<file path="src/rtl/fft_stage_sequencer_if.sv">
// ---------------------------------------------------------------------------
// fft_stage_sequencer_if
//
// Purpose: groups the command/status and butterfly bus signals of the
// radix-2 FFT stage sequencer. The control side (master) requests a
// transform. The sequencer (slave) issues butterfly read pairs and
// write-back strobes.
//
// Signals:
//   start      master->slave  single-cycle transform request
//   stall      master->slave  freeze issue (only when FFT_SEQ_STALL_EN is defined)
//   busy       slave->master  high from first issue through completion
//   done       slave->master  one-cycle completion pulse
//   stage      slave->master  current stage index
//   bf_valid   slave->master  read pair issued this cycle
//   addr_a/b   slave->master  butterfly upper/lower read addresses
//   tf_addr    slave->master  twiddle ROM address
//   bf_tag     slave->master  {addr_a, addr_b}
//   wr_en      slave->master  write-back strobe
//   wr_addr_a/b slave->master write-back addresses
//
// Macro: FFT_SEQ_STALL_EN adds the stall signal.
// ---------------------------------------------------------------------------
interface fft_stage_sequencer_if #(
  parameter int N         = 16,
  parameter int CMD_WIDTH = $clog2(N)
);
  localparam int SW = $clog2(CMD_WIDTH) + 1;

  logic                   start;
`ifdef FFT_SEQ_STALL_EN
  logic                   stall;
`endif
  logic                   busy;
  logic                   done;
  logic [SW-1:0]          stage;
  logic                   bf_valid;
  logic [CMD_WIDTH-1:0]   addr_a;
  logic [CMD_WIDTH-1:0]   addr_b;
  logic [CMD_WIDTH-1:0]   tf_addr;
  logic [2*CMD_WIDTH-1:0] bf_tag;
  logic                   wr_en;
  logic [CMD_WIDTH-1:0]   wr_addr_a;
  logic [CMD_WIDTH-1:0]   wr_addr_b;

  modport master (
    output start,
`ifdef FFT_SEQ_STALL_EN
    output stall,
`endif
    input  busy, done, stage, bf_valid, addr_a, addr_b, tf_addr, bf_tag,
    input  wr_en, wr_addr_a, wr_addr_b
  );

  modport slave (
    input  start,
`ifdef FFT_SEQ_STALL_EN
    input  stall,
`endif
    output busy, done, stage, bf_valid, addr_a, addr_b, tf_addr, bf_tag,
    output wr_en, wr_addr_a, wr_addr_b
  );
endinterface

</file>
<file path="src/rtl/fft_stage_sequencer.sv">
// ---------------------------------------------------------------------------
// fft_stage_sequencer
//
// Purpose: address sequencer for an in-place radix-2 DIT FFT. It runs
// CMD_WIDTH stages of N/2 butterflies each. Every butterfly issue
// produces a read pair and a twiddle address. After each stage the
// sequencer waits PIPE_LAT idle cycles, so the butterfly pipeline's last
// write lands before the next stage reads. A PIPE_LAT-deep shift register
// re-times the read pair into write-back strobes and addresses.
//
// Ports:
//   clk   rising-edge clock
//   rst   synchronous active-high reset
//   bus   fft_stage_sequencer_if.slave (start/stall in; status,
//         read-issue and write-back signals out)
//
// All outputs come straight from flops.
//
// Macro: FFT_SEQ_STALL_EN. When defined, bus.stall freezes issue in RUN.
// When undefined, issue is never frozen.
// ---------------------------------------------------------------------------
module fft_stage_sequencer #(
  parameter int N         = 16,
  parameter int CMD_WIDTH = $clog2(N),
  parameter int PIPE_LAT  = 2
) (
  input  logic                 clk,
  input  logic                 rst,
  fft_stage_sequencer_if.slave bus
);
  localparam int SW = $clog2(CMD_WIDTH) + 1;
  localparam int DW = (PIPE_LAT > 1) ? $clog2(PIPE_LAT) : 1;

  localparam logic [CMD_WIDTH-1:0] J_LAST = CMD_WIDTH'(N / 2 - 1);
  localparam logic [SW-1:0]        S_LAST = SW'(CMD_WIDTH - 1);
  localparam logic [DW-1:0]        D_LAST = DW'(PIPE_LAT - 1);

  typedef enum logic [1:0] {
    ST_IDLE,
    ST_RUN,
    ST_DRAIN,
    ST_DONE
  } state_t;

  state_t                 state_q;
  logic [SW-1:0]          s_q;
  logic [CMD_WIDTH-1:0]   j_q;
  logic [DW-1:0]          drain_q;

  logic                   busy_q;
  logic                   done_q;
  logic [SW-1:0]          stage_q;
  logic                   bf_valid_q;
  logic [CMD_WIDTH-1:0]   addr_a_q;
  logic [CMD_WIDTH-1:0]   addr_b_q;
  logic [CMD_WIDTH-1:0]   tf_addr_q;
  logic [2*CMD_WIDTH-1:0] bf_tag_q;

  logic [CMD_WIDTH-1:0]   half_mask_d;
  logic [CMD_WIDTH-1:0]   addr_a_d;
  logic [CMD_WIDTH-1:0]   addr_b_d;
  logic [CMD_WIDTH-1:0]   tf_addr_d;

  logic                   stall_w;

`ifdef FFT_SEQ_STALL_EN
  assign stall_w = bus.stall;
`else
  assign stall_w = 1'b0;
`endif

  // Butterfly j of stage s with half = 2^s. Shifting j right by s and back
  // left by s+1 opens a zero bit at position s. That gives the upper index.
  // The lower index sets that bit, so it is upper + half.
  always_comb begin
    half_mask_d = (CMD_WIDTH'(1) << s_q) - CMD_WIDTH'(1);
    addr_a_d    = ((j_q >> s_q) << (s_q + SW'(1))) | (j_q & half_mask_d);
    addr_b_d    = addr_a_d + (CMD_WIDTH'(1) << s_q);
    tf_addr_d   = (j_q & half_mask_d) << (S_LAST - s_q);
  end

  // Control FSM. Outputs are registered, so they appear one edge after
  // the state that produces them. The first issue lands one cycle after
  // start is sampled. The done pulse follows the DONE state by one edge.
  always_ff @(posedge clk) begin
    if (rst) begin
      state_q    <= ST_IDLE;
      s_q        <= '0;
      j_q        <= '0;
      drain_q    <= '0;
      busy_q     <= 1'b0;
      done_q     <= 1'b0;
      stage_q    <= '0;
      bf_valid_q <= 1'b0;
      addr_a_q   <= '0;
      addr_b_q   <= '0;
      tf_addr_q  <= '0;
      bf_tag_q   <= '0;
    end else begin
      done_q     <= 1'b0;
      bf_valid_q <= 1'b0;
      stage_q    <= s_q;
      case (state_q)
        ST_IDLE: begin
          busy_q <= 1'b0;
          if (bus.start) begin
            state_q <= ST_RUN;
            s_q     <= '0;
            j_q     <= '0;
          end
        end
        ST_RUN: begin
          // While stalled, every index and address holds.
          if (!stall_w) begin
            bf_valid_q <= 1'b1;
            busy_q     <= 1'b1;
            addr_a_q   <= addr_a_d;
            addr_b_q   <= addr_b_d;
            tf_addr_q  <= tf_addr_d;
            bf_tag_q   <= {addr_a_d, addr_b_d};
            if (j_q == J_LAST) begin
              j_q     <= '0;
              drain_q <= '0;
              state_q <= ST_DRAIN;
            end else begin
              j_q <= j_q + CMD_WIDTH'(1);
            end
          end
        end
        ST_DRAIN: begin
          // PIPE_LAT edges with no issue. This lets the last write-back of
          // the stage retire before the next stage's first read.
          if (drain_q == D_LAST) begin
            drain_q <= '0;
            if (s_q == S_LAST) begin
              state_q <= ST_DONE;
            end else begin
              s_q     <= s_q + SW'(1);
              state_q <= ST_RUN;
            end
          end else begin
            drain_q <= drain_q + DW'(1);
          end
        end
        ST_DONE: begin
          done_q  <= 1'b1;
          s_q     <= '0;
          state_q <= ST_IDLE;
        end
        default: state_q <= ST_IDLE;
      endcase
    end
  end

  // Write-back re-timing. This pipeline always advances, stall included,
  // so writes already in flight still retire while issue is frozen.
  logic                 wv_q [PIPE_LAT];
  logic [CMD_WIDTH-1:0] wa_q [PIPE_LAT];
  logic [CMD_WIDTH-1:0] wb_q [PIPE_LAT];

  generate
    for (genvar gi = 0; gi < PIPE_LAT; gi++) begin : g_wpipe
      if (gi == 0) begin : g_head
        always_ff @(posedge clk) begin
          if (rst) begin
            wv_q[gi] <= 1'b0;
            wa_q[gi] <= '0;
            wb_q[gi] <= '0;
          end else begin
            wv_q[gi] <= bf_valid_q;
            wa_q[gi] <= addr_a_q;
            wb_q[gi] <= addr_b_q;
          end
        end
      end else begin : g_tail
        always_ff @(posedge clk) begin
          if (rst) begin
            wv_q[gi] <= 1'b0;
            wa_q[gi] <= '0;
            wb_q[gi] <= '0;
          end else begin
            wv_q[gi] <= wv_q[gi-1];
            wa_q[gi] <= wa_q[gi-1];
            wb_q[gi] <= wb_q[gi-1];
          end
        end
      end
    end
  endgenerate

  assign bus.busy      = busy_q;
  assign bus.done      = done_q;
  assign bus.stage     = stage_q;
  assign bus.bf_valid  = bf_valid_q;
  assign bus.addr_a    = addr_a_q;
  assign bus.addr_b    = addr_b_q;
  assign bus.tf_addr   = tf_addr_q;
  assign bus.bf_tag    = bf_tag_q;
  assign bus.wr_en     = wv_q[PIPE_LAT-1];
  assign bus.wr_addr_a = wa_q[PIPE_LAT-1];
  assign bus.wr_addr_b = wb_q[PIPE_LAT-1];
endmodule

</file>
<file path="src/flat_wrapper.sv">
// flat-port wrapper written by rule: the top's interface ports become plain ports
module fft_stage_sequencer_flat 
#(
  parameter int N         = 16,
  parameter int CMD_WIDTH = $clog2(N),
  parameter int PIPE_LAT  = 2
)
  (clk, rst, bus_start, bus_busy, bus_done, bus_stage, bus_bf_valid, bus_addr_a, bus_addr_b, bus_tf_addr, bus_bf_tag, bus_wr_en, bus_wr_addr_a, bus_wr_addr_b);
  fft_stage_sequencer_if #(.N(N), .CMD_WIDTH(CMD_WIDTH)) bus_i ();
  input  logic clk;
  input  logic rst;
  input wire logic [$bits(bus_i.start)-1:0] bus_start;
  output wire logic [$bits(bus_i.busy)-1:0] bus_busy;
  output wire logic [$bits(bus_i.done)-1:0] bus_done;
  output wire logic [$bits(bus_i.stage)-1:0] bus_stage;
  output wire logic [$bits(bus_i.bf_valid)-1:0] bus_bf_valid;
  output wire logic [$bits(bus_i.addr_a)-1:0] bus_addr_a;
  output wire logic [$bits(bus_i.addr_b)-1:0] bus_addr_b;
  output wire logic [$bits(bus_i.tf_addr)-1:0] bus_tf_addr;
  output wire logic [$bits(bus_i.bf_tag)-1:0] bus_bf_tag;
  output wire logic [$bits(bus_i.wr_en)-1:0] bus_wr_en;
  output wire logic [$bits(bus_i.wr_addr_a)-1:0] bus_wr_addr_a;
  output wire logic [$bits(bus_i.wr_addr_b)-1:0] bus_wr_addr_b;
  assign bus_i.start = bus_start;
  assign bus_busy = bus_i.busy;
  assign bus_done = bus_i.done;
  assign bus_stage = bus_i.stage;
  assign bus_bf_valid = bus_i.bf_valid;
  assign bus_addr_a = bus_i.addr_a;
  assign bus_addr_b = bus_i.addr_b;
  assign bus_tf_addr = bus_i.tf_addr;
  assign bus_bf_tag = bus_i.bf_tag;
  assign bus_wr_en = bus_i.wr_en;
  assign bus_wr_addr_a = bus_i.wr_addr_a;
  assign bus_wr_addr_b = bus_i.wr_addr_b;
  fft_stage_sequencer #(.N(N), .CMD_WIDTH(CMD_WIDTH), .PIPE_LAT(PIPE_LAT)) u_core (.clk(clk), .rst(rst), .bus(bus_i));
endmodule
</file>
<file path="config.mk">
export PLATFORM = sky130hd
export DESIGN_NAME = fft_stage_sequencer_flat
export DESIGN_NICKNAME = d
export VERILOG_FILES = /design/src/rtl/fft_stage_sequencer_if.sv /design/src/rtl/fft_stage_sequencer.sv /design/src/flat_wrapper.sv
export SDC_FILE = /design/constraint.sdc
export NUM_CORES = 1
export LEC_CHECK = 0
export ABC_AREA = 1
export BUFFER_PORTS_ARGS = -buffer_cell sky130_fd_sc_hd__buf_2
export CAP_MARGIN = 20
export CORE_MARGIN = 4
export CORE_UTILIZATION = 50
export CTS_BUF_LIST = sky130_fd_sc_hd__clkbuf_8
export DETAILED_ROUTE_END_ITERATION = 6
export PLACE_DENSITY_LB_ADDON = 0.1
export SLEW_MARGIN = 20
export SYNTH_ARGS = -nofsm -noshare
export SYNTH_HDL_FRONTEND = slang
export SYNTH_SLANG_ARGS = --single-unit
export TNS_END_PERCENT = 100
</file>
<file path="constraint.sdc">
create_clock -name clk -period 4.8 [get_ports clk]
set_input_delay 0.72 -clock clk [delete_from_list [all_inputs] [get_ports clk]]
set_output_delay 0.72 -clock clk [all_outputs]
set_load 0.05 [all_outputs]
</file>
==> key figures, run 1 <==
Outcome
  • Status: completed

Setup path
  • R2r setup slk: 1.98 ns
  • Critical-path top delay cell: dfxtp_1
  • Crit Path Class: flop to flop
  • Crit path capture type: flop
  • R2R Path Start: u_core.s_q[0]
  • CP max stage delay: 0.70 ns
  • Most used cell, CP: nand2_1
  • CP bufs+invs: 1
  • Worst Path Max Fanout: 18
  • CP arrival: between 3 and 4 ns
  • Critical path depth: 15
  • RR Endpoint: u_core.bus.bf_tag[3]
  • Crit-path leading delay family: adder cells
  • Worst-path cell chain: inv_2 -> ha_1 -> nand2_2 -> ha_1 -> nor2_1 -> nor2_1 -> nand2_1 -> nand2_1 -> ha_1 -> a21oi_1 -> nand2_1 -> xor2_1 -> nand3_1 -> nand2_1 -> a21oi_2
  • CP required: 5.00 ns
  • R2R depth: 15
  • CP Launch Type: flop

Detailed routing
  • Detailed router's first-iteration violation count: 64
  • Routed WL per cell: 11.79 microns
  • Final ANT Viol Nets: 0
  • DRC violations left: 0
  • Vias: approximately 1700
  • Pre-antenna DRT Iters: 4
  • Final wirelength: 4.066 mm
  • Vias per inst: 4.893

Timing
  • Final hold viol count: 0
  • Relative slew slack: 0.5456
  • Actual slew at the worst max-slew pin: around 0.68 ns
  • RSZ-0062 raised after global routing: false
  • Fmax: 354.3 MHz
  • Final period util: 0.5880
  • Final setup vio count: 0
  • Setup Skew: 0.005146 ns
  • Fin. max-slew vios: 0
  • Period minus WS final: 2.823 ns
  • Setup tns final: 0 ns

Floorplan
  • Die width: 72.65 microns
  • Die Y: 72.65 microns
  • Std-Cell Rows: 23
  • Initial core utilization: 0.5186
  • Full die area: 5277 sq um
  • IO Pins: 38
  • Core Area: 4029 sq um

Pwr
  • NetSw: ~0.48 mW
  • Peak VDD IR: 0.0001982 V
  • LEAKAGE: 1.185 nW
  • Cell internal pwr: 0.6900 mW
  • Logic pwr share: 0.360
  • Clock Power Share: 0.246
  • Reg power frac: 0.395
  • PwrDens: 497.3 nW/um^2
  • Sw frac: 0.4086

Clocking
  • Htree depth: 2
  • CTS sink count: 46
  • Setup Fix Bufs, Post-CTS: 0
  • CTS Buffer Depth: 2
  • CTS resizes: 0
  • CTS Buf Count: 5
  • Hold buffer count at CTS: 0
  • Clock-pin slew on the worst setup and hold paths: 0.09 ns
  • CTS root buf: clkbuf_8
  • Clk_lat worst skew: 0.30 ns
  • CTS tree: yes

Final layout
  • Non-Filler Instances: 345
  • Syn-to-layout area delta: 12.28%
  • Final Net Count: just over 300
  • Fill cell count: 395
  • Sequential Area: 920.9 sq um
  • Share of layout cells above drive strength 1: 0.2102
  • Most frequent cells in the layout: dfxtp_1 (46), nand2_1 (43), inv_1 (42), buf_2 (37), nor2_1 (30)
  • Antenna cells: 0
  • Area of the multi-input gates: approximately 900 sq um
  • Most common cell after layout, fill and taps aside: dfxtp_1

Synthesis
  • Yosys reg bits: between 40 and 50
  • Share of the synthesized area in the top cell type: 0.4407
  • Count of cell types in the netlist: 34
  • Area leader, netlist: dfxtp_1
  • Cells after Synth: around 270
  • Sequential fraction of the synthesis area: 0.4407
  • Syn nets: 280
  • Syn Area/Cell: 7.855 sq um
  • Synth warn: 0
  • Synth top area cells: dfxtp_1 (44%), nand2_1 (7.7%), inv_1 (7.5%), ha_1 (6.0%), nor2_1 (5.4%)
  • Cell Area, Synth: 2090 sq um

Flow run
  • Max-Cap Viols: 0

Hold path
  • Hold Crit Depth: 2
  • Hold path start: u_core.wa_q[0][3]
  • Worst Hold Class: flop to flop
  • Hold Path Sink: u_core.wa_q[1][3]

Place
  • DP Wirelength: 2.992 mm
  • Gpl congestion: 0.9070
  • Port bufs: 37
  • # placed instances: around 340

GRT
  • Initial antenna violation count: 0
  • Number of global-route vias before repair: 1568
  • Total global-route track usage: 0.1666
  • Largest net degree at the start of global routing: 34
  • First-pass GRT wire length: 6.782 mm
  • GR Overflow Total: 0
  • Grt met1 use: 0.1899
  • Met2 usage in global routing: 0.2816
  • Met3 usage: 0.04545
  • Top Usage Layer GRT: met2
==> flip-flops by register name, summed over array words and instances, names as in the netlist <==
name,count
u_core.wv_q,2
u_core.j_q,4
u_core.bus.stage,3
u_core.drain_q,1
u_core.bus.bf_tag,8
u_core.state_q,2
u_core.bus.tf_addr,4
u_core.wa_q,8
u_core.bus.bf_valid,1
u_core.bus.done,1
u_core.wb_q,8
u_core.s_q,3
u_core.bus.busy,1
==> cell families after synthesis <==
| group | Yosys count | synth area share |
|---|---|---|
| DFF | 46 | 0.4407 |
| xor gates and xnor gates | 2 | 0.008385 |
| adders and majority gates | 11 | 0.06946 |
| AOI/OAI and AO/OA | 35 | 0.1048 |
| buffers and inverters | 65 | 0.1377 |
| and+or+nand+nor | 107 | 0.2389 |
==> stage by stage <==
| step | setup WS (ns) | hold WS [ns] | utilization | instance area, sq um | power (mW) |
|---|---|---|---|---|---|
| floorplan | 2.516 | 0.3883 | - | 2090 | 0.8314 |
| global route | 1.667 | 0.4209 | 0.5823 | 2346 | 1.238 |
| finish | 1.977 | 0.4015 | 0.5823 | 2346 | 1.167 |
| detailed placement | 2.000 | 0.3922 | 0.5543 | 2233 | 0.8888 |
| global placement | 2.037 | 0.3882 | 0.5543 | 2233 | 0.8867 |
| CTS | 2.000 | 0.4045 | 0.5823 | 2346 | 1.182 |
==> tightest hold or removal path, delay by kind of cell (launching register included) <==
| family | cells | cell delay [ns] |
|---|---|---|
| flops | 1 | 0.30 |
| simple gates | 1 | 0.03 |
| buf+inv | 1 | 0.04 |
==> cell usage after synthesis, drive strengths merged <==
master,number
a211oi,1
a21oi,14
a31oi,2
a32o,1
buf,15
clkbuf,1
dfxtp,46
fa,1
ha,10
inv,49
nand2,44
nand3,20
nand4,4
nor2,35
nor3,3
o2111ai,1
o21ai,7
o22a,2
o22ai,4
o31ai,2
o41ai,1
or2,1
xor2,2
==> power by group through the flow <==
stage	Combinational, mW	Sequential [mW]	Clock, mW
finish	0.420	0.460	0.287
floorplan	0.281	0.550	0
detailed placement	0.419	0.470	0
global placement	0.418	0.468	0
global route	0.457	0.467	0.315
CTS	0.422	0.461	0.300
==> final cells by class <==
cell class | instances | share of cell area
clock buffers | 5 | 0.02933
well taps | 50 | 0.02667
inverters | 49 | 0.07840
multi-input cells | 155 | 0.3755
clock inverters | 3 | 0.01867
flip-flops and latches | 46 | 0.3925
repair buffers | 37 | 0.07893
==> per-layer routing <==
layer,vias to the layer above,part of all wire,wire [microns]
li1,885,-,-
met1,754,0.45,1813
met2,41,0.48,1965
met3,8,0.053,214
met4,0,0.018,73
met5,-,0,0
==> worst max-delay path by stage <==
| stage | slack [ns] | endpoint | startpoint |
|---|---|---|---|
| CTS | 2.00 | u_core.bus.bf_tag[3] | u_core.s_q[0] |
| global placement | 2.04 | u_core.bus.bf_tag[3] | u_core.s_q[0] |
| finish | 1.98 | u_core.bus.bf_tag[3] | u_core.s_q[0] |
| detailed placement | 2.00 | u_core.bus.bf_tag[3] | u_core.s_q[0] |
| global route | 1.67 | u_core.bus.bf_tag[3] | u_core.s_q[0] |
| floorplan | 2.52 | u_core.bus.bf_tag[3] | u_core.s_q[0] |
No activity file was read; power rests on OpenSTA's default activity.
==> run 2: changes to the inputs <==
Clock period 4.8 ns to 2.5 ns, I/O delays scaled along.
==> run 2 against run 1 <==
Compared with the run above: register-to-register slack got worse by 1.8 ns; fmax up 19%; clock skew shrank 0.00055 ns; critical path depth fell by 6; count of clock-buffer cells in the layout rose by 2; setup slack worse by 1.8 ns; combinational power grew 110%; non-clock buffer count rose by 6; power increased by 92%; hold slack improved by 0.0041 ns; critical path type unchanged; highest routed layer unchanged.
==> key figures, run 2 (synthesis gave the netlist of run 1 again) <==
Hold path
  • Worst Hold Class: flop to flop (unchanged)
  • Hold path start: u_core.wb_q[0][1] (was u_core.wa_q[0][3])
  • Hold Crit Depth: 2 (unchanged)
  • Hold Path Sink: u_core.wb_q[1][1] (was u_core.wa_q[1][3])

Timing
  • Fmax: 423.3 MHz (was 354.3 MHz)
  • Setup tns final: 0 ns (unchanged)
  • Setup Skew: 0.004593 ns (was 0.005146 ns)
  • Final hold viol count: 0 (unchanged)
  • Relative slew slack: 0.7344 (was 0.5456)
  • Period minus WS final: 2.363 ns (was 2.823 ns)
  • Final setup vio count: 0 (unchanged)
  • Final period util: 0.9451 (was 0.5880)
  • RSZ-0062 raised after global routing: false (unchanged)
  • Actual slew at the worst max-slew pin: 0.3978 ns (was 0.6816 ns)
  • Fin. max-slew vios: 0 (unchanged)

Setup path
  • CP max stage delay: 0.42 ns (was 0.70 ns)
  • R2r setup slk: 0.14 ns (was 1.98 ns)
  • Crit path capture type: flop (unchanged)
  • Most used cell, CP: ha_1 (was nand2_1)
  • R2R Path Start: u_core.s_q[1] (was u_core.s_q[0])
  • CP bufs+invs: 1 (unchanged)
  • RR Endpoint: u_core.bus.bf_tag[1] (was u_core.bus.bf_tag[3])
  • Crit Path Class: flop to flop (unchanged)
  • Worst-path cell chain: ha_1 -> ha_1 -> inv_1 -> nor2_1 -> nand3_1 -> nand2_1 -> ha_1 -> fa_1 -> o22a_1 (was inv_2 -> ha_1 -> nand2_2 -> ha_1 -> nor2_1 -> nor2_1 -> nand2_1 -> nand2_1 -> ha_1 -> a21oi_1 -> nand2_1 -> xor2_1 -> nand3_1 -> nand2_1 -> a21oi_2)
  • CP required: 2.69 ns (was 5.00 ns)
  • CP Launch Type: flop (unchanged)
  • CP arrival: 2.55 ns (was 3.02 ns)
  • Crit-path leading delay family: adder cells (unchanged)
  • Critical-path top delay cell: fa_1 (was dfxtp_1)
  • R2R depth: 9 (was 15)
  • Worst Path Max Fanout: 8 (was 18)

Pwr
  • NetSw: 0.9272 mW (was 0.4766 mW)
  • PwrDens: 925.9 nW/um^2 (was 497.3 nW/um^2)
  • LEAKAGE: 1.212 nW (was 1.185 nW)
  • Reg power frac: 0.389 (was 0.395)
  • Cell internal pwr: 1.313 mW (was 0.6900 mW)
  • Peak VDD IR: 0.0003211 V (was 0.0001982 V)
  • Logic pwr share: 0.390 (was 0.360)
  • Sw frac: 0.4139 (was 0.4086)
  • Clock Power Share: 0.221 (was 0.246)
  • Total power draw: 2.240 mW (was 1.167 mW)

Detailed routing
  • Final wirelength: 4.245 mm (was 4.066 mm)
  • Routed WL per cell: 12.09 microns (was 11.79 microns)
  • Vias: 1735 (was 1688)
  • DRC violations left: 0 (unchanged)
  • Final ANT Viol Nets: 0 (unchanged)
  • Detailed router's first-iteration violation count: 89 (was 64)
  • Vias per inst: 4.943 (was 4.893)
  • Pre-antenna DRT Iters: 4 (unchanged)

Final layout
  • Most common cell after layout, fill and taps aside: dfxtp_1 (unchanged)
  • Share of layout cells above drive strength 1: 0.2492 (was 0.2102)
  • Fill cell count: 388 (was 395)
  • Non-Filler Instances: 351 (was 345)
  • Most frequent cells in the layout: dfxtp_1 (44), nand2_1 (43), inv_1 (42), buf_2 (37), nor2_1 (28) (was dfxtp_1 (46), nand2_1 (43), inv_1 (42), buf_2 (37), nor2_1 (30))
  • Final Net Count: 314 (was 308)
  • Antenna cells: 0 (unchanged)
  • Syn-to-layout area delta: 15.81% (was 12.28%)

Clocking
  • Clk_lat worst skew: 0.30 ns (about the same)
  • CTS sink count: 46 (unchanged)
  • Htree depth: 2 (unchanged)
  • CTS tree: yes (unchanged)
  • Setup Fix Bufs, Post-CTS: 0 (unchanged)
  • CTS Buffer Depth: 2 (unchanged)
  • Hold buffer count at CTS: 0 (unchanged)
  • Clock-pin slew on the worst setup and hold paths: 0.08 ns (was 0.09 ns)
  • CTS Buf Count: 5 (unchanged)
  • CTS root buf: clkbuf_8 (unchanged)

Floorplan
  • Full die area: 5277 sq um (unchanged)
  • Initial core utilization: 0.5186 (unchanged)
  • Die Y: 72.65 microns (unchanged)
  • Std-Cell Rows: 23 (unchanged)
  • Die width: 72.65 microns (unchanged)
  • Core Area: 4029 sq um (unchanged)
  • IO Pins: 38 (unchanged)

GRT
  • Initial antenna violation count: 0 (unchanged)
  • Total global-route track usage: 0.1686 (was 0.1666)
  • Number of global-route vias before repair: 1555 (was 1568)
  • GR Overflow Total: 0 (unchanged)
  • Largest net degree at the start of global routing: 18 (was 34)
  • First-pass GRT wire length: 6.851 mm (was 6.782 mm)

Place
  • DP Wirelength: 3.199 mm (was 2.992 mm)
  • Port bufs: 37 (unchanged)
  • Gpl congestion: 0.9300 (was 0.9070)
  • # placed instances: 343 (was 337)

Flow run
  • Max-Cap Viols: 0 (unchanged)

Outcome
  • Status: completed (unchanged)
==> run 2: worst max path at each step <==
| stage | startpoint | to | slack (ns) | depth (start not counted) |
|---|---|---|---|---|
| detailed placement | u_core.s_q[1] | u_core.bus.bf_tag[3] | 0.01 | 14 |
| floorplan | u_core.s_q[0] | u_core.bus.bf_tag[3] | 0.22 | 15 |
| finish | u_core.s_q[1] | u_core.bus.bf_tag[1] | 0.14 | 9 |
| global placement | u_core.s_q[1] | u_core.bus.bf_tag[3] | 0.02 | 14 |
| global route | u_core.s_q[1] | u_core.bus.bf_tag[3] | 0.03 | 15 |
| CTS | u_core.s_q[0] | u_core.bus.bf_tag[3] | 0.09 | 14 |
==> run 2: stage by stage <==
step                utilization  cell area (sq um)  setup WS (ns)  hold slack, ns
floorplan                     -               2090         0.2159          0.3883
global placement         0.5655               2278        0.02144          0.3883
detailed placement       0.5655               2278        0.01194          0.3979
CTS                      0.5919               2385        0.08636          0.4096
global route             0.6006               2420        0.02986          0.4303
finish                   0.6006               2420         0.1374          0.4056
==> run 2: tightest hold or removal path, cell delays in order (launching register included) <==
cell	delay (ns)
dfxtp_1	0.30
inv_1	0.04
nor2_1	0.03
==> run 2: layout make-up <==
class	instances	area, sq um	area share
Multi-Input combinational cell	155	909.6	0.3759
Clock buffer	7	96.34	0.03981
Clock inverter	1	8.758	0.003619
Inverter	49	186.4	0.07704
Tap cell	50	62.56	0.02585
Timing Repair Buffer	43	230.2	0.09514
Sequential cell	46	925.9	0.3826
==> run 2: power by group through the flow <==
stage / combinational, mW / sequential, mW / clock (mW)
2_1_floorplan: 0.540 / 1.06 / 0
3_3_place_gp: 0.851 / 0.886 / 0
3_5_place_dp: 0.851 / 0.890 / 0
4_1_cts: 0.858 / 0.873 / 0.514
5_1_grt: 0.948 / 0.885 / 0.546
6_report: 0.873 / 0.872 / 0.495
==> run 2: what timing repair did <==
item,CTS,global route
endpoints found under the hold margin,0,0
resized for setup,1,8
setup endpoints to repair,1,2
==> run 2: routing by layer <==
layer,track usage,part of all wire
met3,0.04270,0.055
met4,0.06148,0.019
met5,0,0
met1,0.1993,0.44
met2,0.2936,0.49
